`config.mk`:
```
export PLATFORM = sky130hd
export DESIGN_NAME = axi_aw_rr_arbiter
export DESIGN_NICKNAME = d
export VERILOG_FILES = /design/src/rtl/axi_aw_rr_arbiter.sv
export SDC_FILE = /design/constraint.sdc
export NUM_CORES = 1
export LEC_CHECK = 0
export ABC_AREA = 1
export CORE_AREA = 2 2 105 107
export CTS_CLUSTER_SIZE = 20
export DETAILED_ROUTE_END_ITERATION = 12
export DIE_AREA = 0 0 107 109
export PLACE_DENSITY_LB_ADDON = 0.12
export SKIP_CTS_REPAIR_TIMING = 1
export SYNTH_ARGS = -nofsm -noshare
export SYNTH_HDL_FRONTEND = slang
export SYNTH_SLANG_ARGS = --single-unit
```
`constraint.sdc`:
```
create_clock -name clk_i -period 6.47 [get_ports clk_i]
set_input_delay 1.6175 -clock clk_i [delete_from_list [all_inputs] [get_ports clk_i]]
set_output_delay 1.6175 -clock clk_i [all_outputs]
set_load 0.01 [all_outputs]
```
`src/rtl/axi_aw_rr_arbiter.sv`:
```
// Per-slave AW arbiter: round-robin grant, registered AW payload, grant-order FIFO steering the W mux.
// Optional build macro AXI_AW_ARB_QOS_EN: only the highest-AWQOS valid masters compete.
module axi_aw_rr_arbiter #(
   parameter int unsigned NUM_MST       = 4,
   parameter int unsigned ID_WIDTH      = 4,
   parameter int unsigned ADDR_WIDTH    = 32,
   parameter int unsigned MAX_PENDING_W = 4
) (
   input  logic                                        clk_i,
   input  logic                                        rst_ni,
   input  logic [NUM_MST-1:0]                          mst_aw_valid_i,
   output logic [NUM_MST-1:0]                          mst_aw_ready_o,
   input  logic [NUM_MST*ID_WIDTH-1:0]                 mst_aw_id_i,
   input  logic [NUM_MST*ADDR_WIDTH-1:0]               mst_aw_addr_i,
   input  logic [NUM_MST*8-1:0]                        mst_aw_len_i,
   input  logic [NUM_MST*4-1:0]                        mst_aw_qos_i,
   output logic                                        slv_aw_valid_o,
   input  logic                                        slv_aw_ready_i,
   output logic [ID_WIDTH-1:0]                         slv_aw_id_o,
   output logic [ADDR_WIDTH-1:0]                       slv_aw_addr_o,
   output logic [7:0]                                  slv_aw_len_o,
   output logic [((NUM_MST > 1) ? $clog2(NUM_MST) : 1)-1:0] w_sel_o,
   output logic                                        w_sel_valid_o,
   input  logic                                        w_last_hs_i
);

   localparam int unsigned SEL_W = (NUM_MST > 1) ? $clog2(NUM_MST) : 1;
   localparam int unsigned PTR_W = (MAX_PENDING_W > 1) ? $clog2(MAX_PENDING_W) : 1;
   localparam int unsigned CNT_W = $clog2(MAX_PENDING_W + 1);

   typedef enum logic {
      EMPTY = 1'b0,
      FULL  = 1'b1
   } out_state_e;

   out_state_e          state_q;
   logic [SEL_W-1:0]    rr_ptr_q;
   logic [SEL_W-1:0]    fifo_q [MAX_PENDING_W];
   logic [PTR_W-1:0]    wr_ptr_q;
   logic [PTR_W-1:0]    rd_ptr_q;
   logic [CNT_W-1:0]    count_q;

   logic [NUM_MST-1:0]  eligible;
   logic [SEL_W-1:0]    winner;
   logic [SEL_W-1:0]    rr_next;
   logic                found;
   logic                can_accept;
   logic                grant;
   logic                pop;
   int unsigned         idx;
   logic [ID_WIDTH-1:0]   win_id;
   logic [ADDR_WIDTH-1:0] win_addr;
   logic [7:0]            win_len;

   function automatic logic [PTR_W-1:0] ptr_inc(input logic [PTR_W-1:0] p);
      return (p == PTR_W'(MAX_PENDING_W - 1)) ? '0 : p + PTR_W'(1);
   endfunction

`ifdef AXI_AW_ARB_QOS_EN
   logic [3:0] max_qos;

   // Only masters at the highest requested QoS level enter the round-robin
   always_comb begin
      max_qos  = '0;
      eligible = '0;
      for (int unsigned m = 0; m < NUM_MST; m++) begin
         if (mst_aw_valid_i[m] && (mst_aw_qos_i[m*4 +: 4] > max_qos)) begin
            max_qos = mst_aw_qos_i[m*4 +: 4];
         end
      end
      for (int unsigned m = 0; m < NUM_MST; m++) begin
         eligible[m] = mst_aw_valid_i[m] && (mst_aw_qos_i[m*4 +: 4] == max_qos);
      end
   end
`else
   logic unused_qos;
   assign unused_qos = ^mst_aw_qos_i;
   assign eligible   = mst_aw_valid_i;
`endif

   // First eligible master scanning upward from the pointer, wrapping at NUM_MST
   always_comb begin
      winner = '0;
      found  = 1'b0;
      idx    = 0;
      for (int unsigned i = 0; i < NUM_MST; i++) begin
         idx = int'(rr_ptr_q) + i;
         if (idx >= NUM_MST) begin
            idx = idx - NUM_MST;
         end
         if (!found && eligible[SEL_W'(idx)]) begin
            winner = SEL_W'(idx);
            found  = 1'b1;
         end
      end
   end

   always_comb begin
      win_id   = '0;
      win_addr = '0;
      win_len  = '0;
      for (int unsigned m = 0; m < NUM_MST; m++) begin
         if (SEL_W'(m) == winner) begin
            win_id   = mst_aw_id_i[m*ID_WIDTH +: ID_WIDTH];
            win_addr = mst_aw_addr_i[m*ADDR_WIDTH +: ADDR_WIDTH];
            win_len  = mst_aw_len_i[m*8 +: 8];
         end
      end
   end

   // Full check uses the registered count so a same-cycle pop cannot open a slot
   assign can_accept = ((state_q == EMPTY) || slv_aw_ready_i) && (count_q < CNT_W'(MAX_PENDING_W));
   assign grant      = rst_ni && can_accept && found;
   assign rr_next    = (winner == SEL_W'(NUM_MST - 1)) ? '0 : winner + SEL_W'(1);
   assign pop        = w_last_hs_i && (count_q != '0);

   always_comb begin
      mst_aw_ready_o = '0;
      if (grant) begin
         mst_aw_ready_o[winner] = 1'b1;
      end
   end

   // Output register: payload only reloads on a grant, so it holds while the slave stalls
   always_ff @(posedge clk_i or negedge rst_ni) begin
      if (!rst_ni) begin
         state_q       <= EMPTY;
         rr_ptr_q      <= '0;
         slv_aw_id_o   <= '0;
         slv_aw_addr_o <= '0;
         slv_aw_len_o  <= '0;
      end else begin
         if (grant) begin
            state_q       <= FULL;
            rr_ptr_q      <= rr_next;
            slv_aw_id_o   <= win_id;
            slv_aw_addr_o <= win_addr;
            slv_aw_len_o  <= win_len;
         end else if ((state_q == FULL) && slv_aw_ready_i) begin
            state_q <= EMPTY;
         end
      end
   end

   assign slv_aw_valid_o = (state_q == FULL);

   // Grant-order FIFO; head owns the W channel until its WLAST
   always_ff @(posedge clk_i or negedge rst_ni) begin
      if (!rst_ni) begin
         wr_ptr_q <= '0;
         rd_ptr_q <= '0;
         count_q  <= '0;
         for (int unsigned i = 0; i < MAX_PENDING_W; i++) begin
            fifo_q[i] <= '0;
         end
      end else begin
         if (grant) begin
            fifo_q[wr_ptr_q] <= winner;
            wr_ptr_q         <= ptr_inc(wr_ptr_q);
         end
         if (pop) begin
            rd_ptr_q <= ptr_inc(rd_ptr_q);
         end
         if (grant && !pop) begin
            count_q <= count_q + CNT_W'(1);
         end else if (!grant && pop) begin
            count_q <= count_q - CNT_W'(1);
         end
      end
   end

   assign w_sel_valid_o = (count_q != '0);
   assign w_sel_o       = (count_q != '0) ? fifo_q[rd_ptr_q] : '0;

`ifndef SYNTHESIS
   w_last_when_empty: assert property (@(posedge clk_i) disable iff (!rst_ni)
      !(w_last_hs_i && (count_q == '0)))
      else $error("w_last_hs_i with no outstanding W burst");
`endif

endmodule

```
Word level (Yosys, flattened, before mapping)

Cells that the tools add are included.

Register bits after elaboration: 62
Bits of input ports: 200
Output and inout port bits: 52
Logic and storage cells: 118

Add/subtract/negate cells: 12
Order comparisons: 14
Eq/ne operators: 6
Muxes and demuxes: 49
Bitwise operators: 3
Reductions and logical operators: 22

Operators with widths:

| kind                | number |
|---|---|
| $mux 32             | 4 |
| $mux 8              | 4 |
| $mux 2              | 15 |
| $mux 4              | 5 |
| $ge 3x3->1 const B  | 5 |
| $lt 2x3->1 const B  | 5 |
| $logic_and 1x1->1   | 12 |
| $mux 1              | 11 |
| $bmux 1 s2          | 4 |
| $bwmux 8            | 1 |
| $sub 2x1->2 const B | 4 |
| $add 2x1->2 const B | 3 |
| $add 2x2->3 const B | 2 |
| $eq 2x2->1 const B  | 3 |
| $mux 3              | 2 |
| $not 2->3           | 2 |
| $logic_not 1->1     | 5 |
| $bmux 2 s2          | 1 |
| $demux 2 s2         | 1 |
| $eq 2x2->1 const A  | 2 |
| $reduce_bool 2->1   | 2 |
| $add 2x1->3 const B | 1 |
| $add 3x1->3 const B | 1 |
| $ge 2x3->1 const B  | 1 |
| other kinds (10)    | 10 |

Logic depth before layout (Yosys ltp)

Depth in word-level cells: 19
Gate-level depth with buffers: 22
Mapped depth without buffers: 19

Worst setup path after synthesis

No wires, ideal clock.

Kind: input -> output
Start point: input port mst_aw_valid_i[0]
End point: output port mst_aw_ready_o[1]
Arrival: 3.397 ns
Data required time: 4.852 ns
Path slack: 1.455 ns
Cell stages on the path: 13
Path buffers: 2
Path through: inv_1 -> nand2_1 -> nand2_1 -> o21ai_1 -> inv_2 -> nand3_4 -> nand3_1 -> inv_1 -> ha_1 -> clkbuf_1 -> buf_1 -> inv_1 -> nor2_1

Cells in the longest elaborated chain, start to end: 17
Elaborated cells between the ends (all ways): 29
Classes of those cells: 2 x order compare; 19 x mux; 8 x reduce/logical

Ends and longest elaborated chain:

| element                                                        | line | RTL |
|---|---|---|
| start, declared                                                | 11   | `input logic [NUM_MST-1:0] mst_aw_valid_i,` |
| $bmux 1 s2                                                     | 91   | `if (!found && eligible[SEL_W'(idx)]) begin` |
| $mux 1 (implied by the code)                                   | 91   |  |
| $mux 1                                                         | 91   |  |
| $logic_not 1->1                                                | 91   |  |
| $logic_and 1x1->1                                              | 91   |  |
| $mux 1                                                         | 91   |  |
| $logic_not 1->1                                                | 91   |  |
| $logic_and 1x1->1                                              | 91   |  |
| [2 not listed]                                                 | n/a  |  |
| $logic_and 1x1->1                                              | 91   |  |
| $mux 2 *                                                       | 91   |  |
| net winner[0]                                                  | 44   | `logic [SEL_W-1:0] winner;` |
| $lt 2x3->1 (implied by the code) or $ge 2x1->1 (tied branches) | 120  | `mst_aw_ready_o[winner] = 1'b1;` |
| $logic_and 1x1->1 (implied by the code)                        | 120  |  |
| $mux 1 (implied by the code)                                   | 120  |  |
| $demux 1 s2 *                                                  | 120  |  |
| $mux 4 *                                                       | 119  | `if (grant) begin` |
| end, declared                                                  | 12   | `output logic [NUM_MST-1:0] mst_aw_ready_o,` |

Mark *: on every way through the listed nets, which the timed path passes. The rest lies on a longest branch. The select of a mux whose other input is x is not followed.

Worst setup path in the final report

Same ends and word-level chain as after synthesis.

==> impl_metrics.prom <==
# TYPE chip_impl_metric gauge
chip_impl_metric{name="irDropWorstVdd",unit="V"} 0.000531
chip_impl_metric{name="finalWeightedCongestion",unit=""} 0.815
chip_impl_metric{name="syn-instance-count",unit=""} 651
chip_impl_metric{name="core-area",unit="um^2"} 10600
chip_impl_metric{name="timing.hold.worst_path_depth",unit=""} 2
chip_impl_metric{name="muxShareOfSynthArea",unit=""} 0.00265
chip_impl_metric{name="data_required_time_at_the_worst_endpoint",unit="ps"} 4850
chip_impl_metric{name="worst_case_setup_slack_after_placement",unit="ps"} 724
chip_impl_metric{name="initial_utilization",unit=""} 0.401
chip_impl_metric{name="placed_cells",unit=""} 993
chip_impl_metric{name="slew_headroom",unit=""} 0.252
chip_impl_metric{name="hpwlAfterDp",unit="um"} 10500
chip_impl_metric{name="insertion_delay",unit="ps"} 350
chip_impl_metric{name="synth_compound_gate_area_share",unit=""} 0.189
chip_impl_info{name="critical_path.slowest_cell",value="sky130_fd_sc_hd__clkdlybuf4s50_1"} 1
chip_impl_info{name="cp-start-kind",value="input port"} 1
chip_impl_metric{name="drc",unit=""} 0
chip_impl_metric{name="slew_viol_final",unit=""} 0
chip_impl_metric{name="fillCellCount",unit=""} 946
chip_impl_metric{name="drt_iter0_markers",unit=""} 307
chip_impl_metric{name="final_layout_size_suffix_gt1_frac",unit=""} 0.0495
chip_impl_metric{name="min_period",unit="ps"} 5770
chip_impl_metric{name="setup_violations",unit=""} 0
chip_impl_metric{name="crit_arrival",unit="ps"} 4150
chip_impl_metric{name="syn_avg_cell_area",unit="um^2"} 6.53
chip_impl_metric{name="worst_slew_pin_slew",unit="ps"} 1120
chip_impl_metric{name="finClkSkew",unit="ps"} 5.16
chip_impl_metric{name="timing.final.crit_share",unit=""} 0.892
chip_impl_metric{name="clock.fmax",unit="MHz"} 173
chip_impl_metric{name="grt_pass1_wl",unit="um"} 22700
chip_impl_metric{name="max_cap_viol_count",unit=""} 0
chip_impl_metric{name="cts_sinks",unit=""} 62
chip_impl_metric{name="total_power_per_unit_cell_area",unit="nW/um^2"} 593
chip_impl_info{name="timing.hold.worst.class",value="reg2reg"} 1
chip_impl_metric{name="die_width",unit="um"} 107
chip_impl_metric{name="gr_util_all_layers",unit=""} 0.248
chip_impl_metric{name="synth_simple_gate_area_share",unit=""} 0.327
chip_impl_metric{name="firstDrtPassIters",unit=""} 6
chip_impl_metric{name="grt_max_degree",unit=""} 89
chip_impl_metric{name="ctsHtreeMaxLevel",unit=""} 3
chip_impl_info{name="timing.critical_path.cells",value="clkdlybuf4s50_1, inv_1, nand2_1, nand2_1, o21ai_1, inv_2, nand3_4, nand3_1, inv_1, ha_2, inv_1, nor2_1, clkdlybuf4s50_1"} 1
chip_impl_metric{name="via_per_inst",unit=""} 4.98
chip_impl_info{name="critical_path.endpoint_type",value="output pin"} 1
chip_impl_info{name="combinational_family_with_the_most_area_after_synthesis",value="simple AND/OR/NAND/NOR gates"} 1
chip_impl_info{name="post_synth_main_area_contributors",value="sky130_fd_sc_hd__dfrtp_1 (37%), sky130_fd_sc_hd__nand2_1 (27%), sky130_fd_sc_hd__o21ai_0 (11%)"} 1
chip_impl_info{name="synthTopCellsByCount",value="sky130_fd_sc_hd__nand2_1 (306), sky130_fd_sc_hd__o21ai_0 (93), sky130_fd_sc_hd__dfrtp_1 (62)"} 1
chip_impl_metric{name="grt_pass1_vias",unit=""} 4768
chip_impl_metric{name="cts_buffers",unit=""} 9
chip_impl_metric{name="netlist-cell-type-count",unit=""} 30
chip_impl_metric{name="wl_per_cell",unit="um"} 14.7
chip_impl_metric{name="number_of_flops_mapped_to_enable_cells_by_yosys",unit=""} 0
chip_impl_metric{name="remaining_antenna_violation_count",unit=""} 0
chip_impl_metric{name="setup_slack",unit="ps"} 701
chip_impl_metric{name="synthesized_nets",unit=""} 862
chip_impl_metric{name="via_count",unit=""} 5022
chip_impl_metric{name="synthAdderAreaFrac",unit=""} 0.0342
chip_impl_metric{name="timing.reg2reg.worst_path_depth",unit=""} 18
chip_impl_metric{name="async_reset_ff_frac",unit=""} 1.00
chip_impl_metric{name="dieArea",unit="um^2"} 11700
chip_impl_metric{name="timing.critical_path.slowest_cell_delay",unit="ps"} 570
chip_impl_metric{name="fp-row-count",unit=""} 38
chip_impl_metric{name="total_leakage_power",unit="nW"} 3.11
chip_impl_info{name="tritoncts_clock_tree",value="done"} 1
chip_impl_info{name="outcome",value="finished, final reports clean"} 1
chip_impl_metric{name="total_power",unit="mW"} 4.03
chip_impl_metric{name="layout.nets",unit=""} 1075
chip_impl_info{name="synth-main-ff-cell",value="sky130_fd_sc_hd__dfrtp_1"} 1
chip_impl_metric{name="routed_wirelength",unit="um"} 14900
chip_impl_metric{name="yosys.area.top_type_share",unit=""} 0.365
chip_impl_metric{name="port_buffers",unit=""} 235
chip_impl_metric{name="clk_pin_slew_worst_paths",unit="ps"} 70
chip_impl_metric{name="ys_seq_area_frac",unit=""} 0.365
chip_impl_metric{name="final.setup.tns",unit="ps"} 0
chip_impl_metric{name="dpl_cell_area",unit="um^2"} 6610
chip_impl_metric{name="io_pins",unit=""} 252
chip_impl_metric{name="post_synth_xor_area_fraction",unit=""} 0.00412
chip_impl_metric{name="final_design_utilization",unit=""} 0.641
chip_impl_metric{name="synth_area",unit="um^2"} 4250
chip_impl_metric{name="stdcell_count",unit=""} 1008
chip_impl_metric{name="grt.overflow.total",unit=""} 0
chip_impl_metric{name="hold_viol",unit=""} 0
chip_impl_info{name="post-synth-top-count-cell",value="sky130_fd_sc_hd__nand2_1"} 1
chip_impl_metric{name="postSynthRegisterBits",unit=""} 62
chip_impl_metric{name="fp.dieH",unit="um"} 109
chip_impl_info{name="rsz0062_at_grt",value="false"} 1
chip_impl_metric{name="max_fo_critical_path",unit=""} 8
chip_impl_metric{name="grt_antenna_before_repair",unit=""} 0
chip_impl_info{name="path_common_cell",value="sky130_fd_sc_hd__inv_1"} 1
chip_impl_metric{name="layout-area-overhead-vs-synth",unit="%"} 60.0
chip_impl_metric{name="antenna-diode-count",unit=""} 0
chip_impl_info{name="worstSetupPathType",value="in2out"} 1
chip_impl_metric{name="synth_warnings",unit=""} 0
chip_impl_metric{name="worst_slack_on_hold_paths",unit="ps"} 480
chip_impl_info{name="yosysTopAreaCell",value="sky130_fd_sc_hd__dfrtp_1"} 1
chip_impl_info{name="cts-root-buf",value="sky130_fd_sc_hd__clkbuf_8"} 1
chip_impl_metric{name="stdcell_area",unit="um^2"} 6800
chip_impl_metric{name="buffer_levels_on_the_longest_clock_path",unit=""} 2
==> power breakdown <==
part | switching, mW | leakage (nW) | internal [mW]
combinational | 1.88 | 2.22 | 1.14
clock | 0.152 | 0.102 | 0.183
sequential | 0.116 | 0.786 | 0.566
total | 2.14 | 3.11 | 1.89
==> area by class of cell <==
class / instances / area (um^2) / share of cell area
Multi-Input combinational cell: 522 / 2380 / 0.350
Tap cell: 140 / 175 / 0.0258
Clock buffer: 10 / 138 / 0.0203
Inverter: 28 / 113 / 0.0166
Timing Repair Buffer: 241 / 2390 / 0.352
Clock inverter: 5 / 50.0 / 0.00736
Sequential cell: 62 / 1550 / 0.228
==> sequential cells by signal, summed over array words and instances (netlist names) <==
| signal | flops |
|---|---|
| count_q | 3 |
| rd_ptr_q | 2 |
| slv_aw_len_o | 8 |
| fifo_q | 8 |
| slv_aw_addr_o | 32 |
| slv_aw_valid_o | 1 |
| wr_ptr_q | 2 |
| rr_ptr_q | 2 |
| slv_aw_id_o | 4 |
==> worst paths after layout <==
path	startpoint	to	slack, ps
min	slv_aw_addr_o[1]$_DFFE_PN0P_	slv_aw_addr_o[1]$_DFFE_PN0P_	480
min reg2reg	slv_aw_addr_o[1]$_DFFE_PN0P_	slv_aw_addr_o[1]$_DFFE_PN0P_	480
max	mst_aw_valid_i[0]	mst_aw_ready_o[1]	700
min in group asynchronous	rst_ni	count_q[0]$_DFFE_PN0P_	1440
max reg2reg	rr_ptr_q[0]$_DFFE_PN0P_	slv_aw_addr_o[23]$_DFFE_PN0P_	2600
max in group asynchronous	rst_ni	slv_aw_addr_o[31]$_DFFE_PN0P_	4480
==> critical path, delay by kind of cell <==
family,cells,cell delay [ps]
simple gates,5,670
compound gates,1,260
buf+inv,6,1430
fa+ha+maj,1,190
==> kinds of logic after synthesis <==
family	Yosys count
AOI/OAI and AO/OA	156
xor gates and xnor gates	2
DFF	62
buffers and inverters	67
and+or+nand+nor	352
adders and majority gates	11
muxes	1
==> placed cells by master, fill, tap and decap left out, drive strengths merged <==
| master | synthesis | final |
|---|---|---|
| a21oi | 49 | 49 |
| buf | 17 | 7 |
| bufinv | 0 | 1 |
| clkbuf | 22 | 10 |
| clkdlybuf4s50 | 0 | 234 |
| clkinv | 0 | 4 |
| dfrtp | 62 | 62 |
| fa | 1 | 1 |
| ha | 10 | 10 |
| inv | 28 | 28 |
| mux2 | 1 | 1 |
| nand2 | 311 | 311 |
| nand3 | 18 | 18 |
| nand4 | 1 | 1 |
| nor2 | 21 | 21 |
| nor3 | 1 | 1 |
| o211a | 1 | 1 |
| o21ai | 106 | 106 |
| xnor2 | 1 | 1 |
| xor2 | 1 | 1 |
==> metal layers <==
metal  vias up  track usage  part of all wire
met5         -            0                 0
met4         0       0.0844             0.020
met3        28       0.0622             0.075
met2       209        0.459              0.51
met1      2272        0.277              0.39
li1       2513            -                 -
Power figures use the tool's default switching activity.
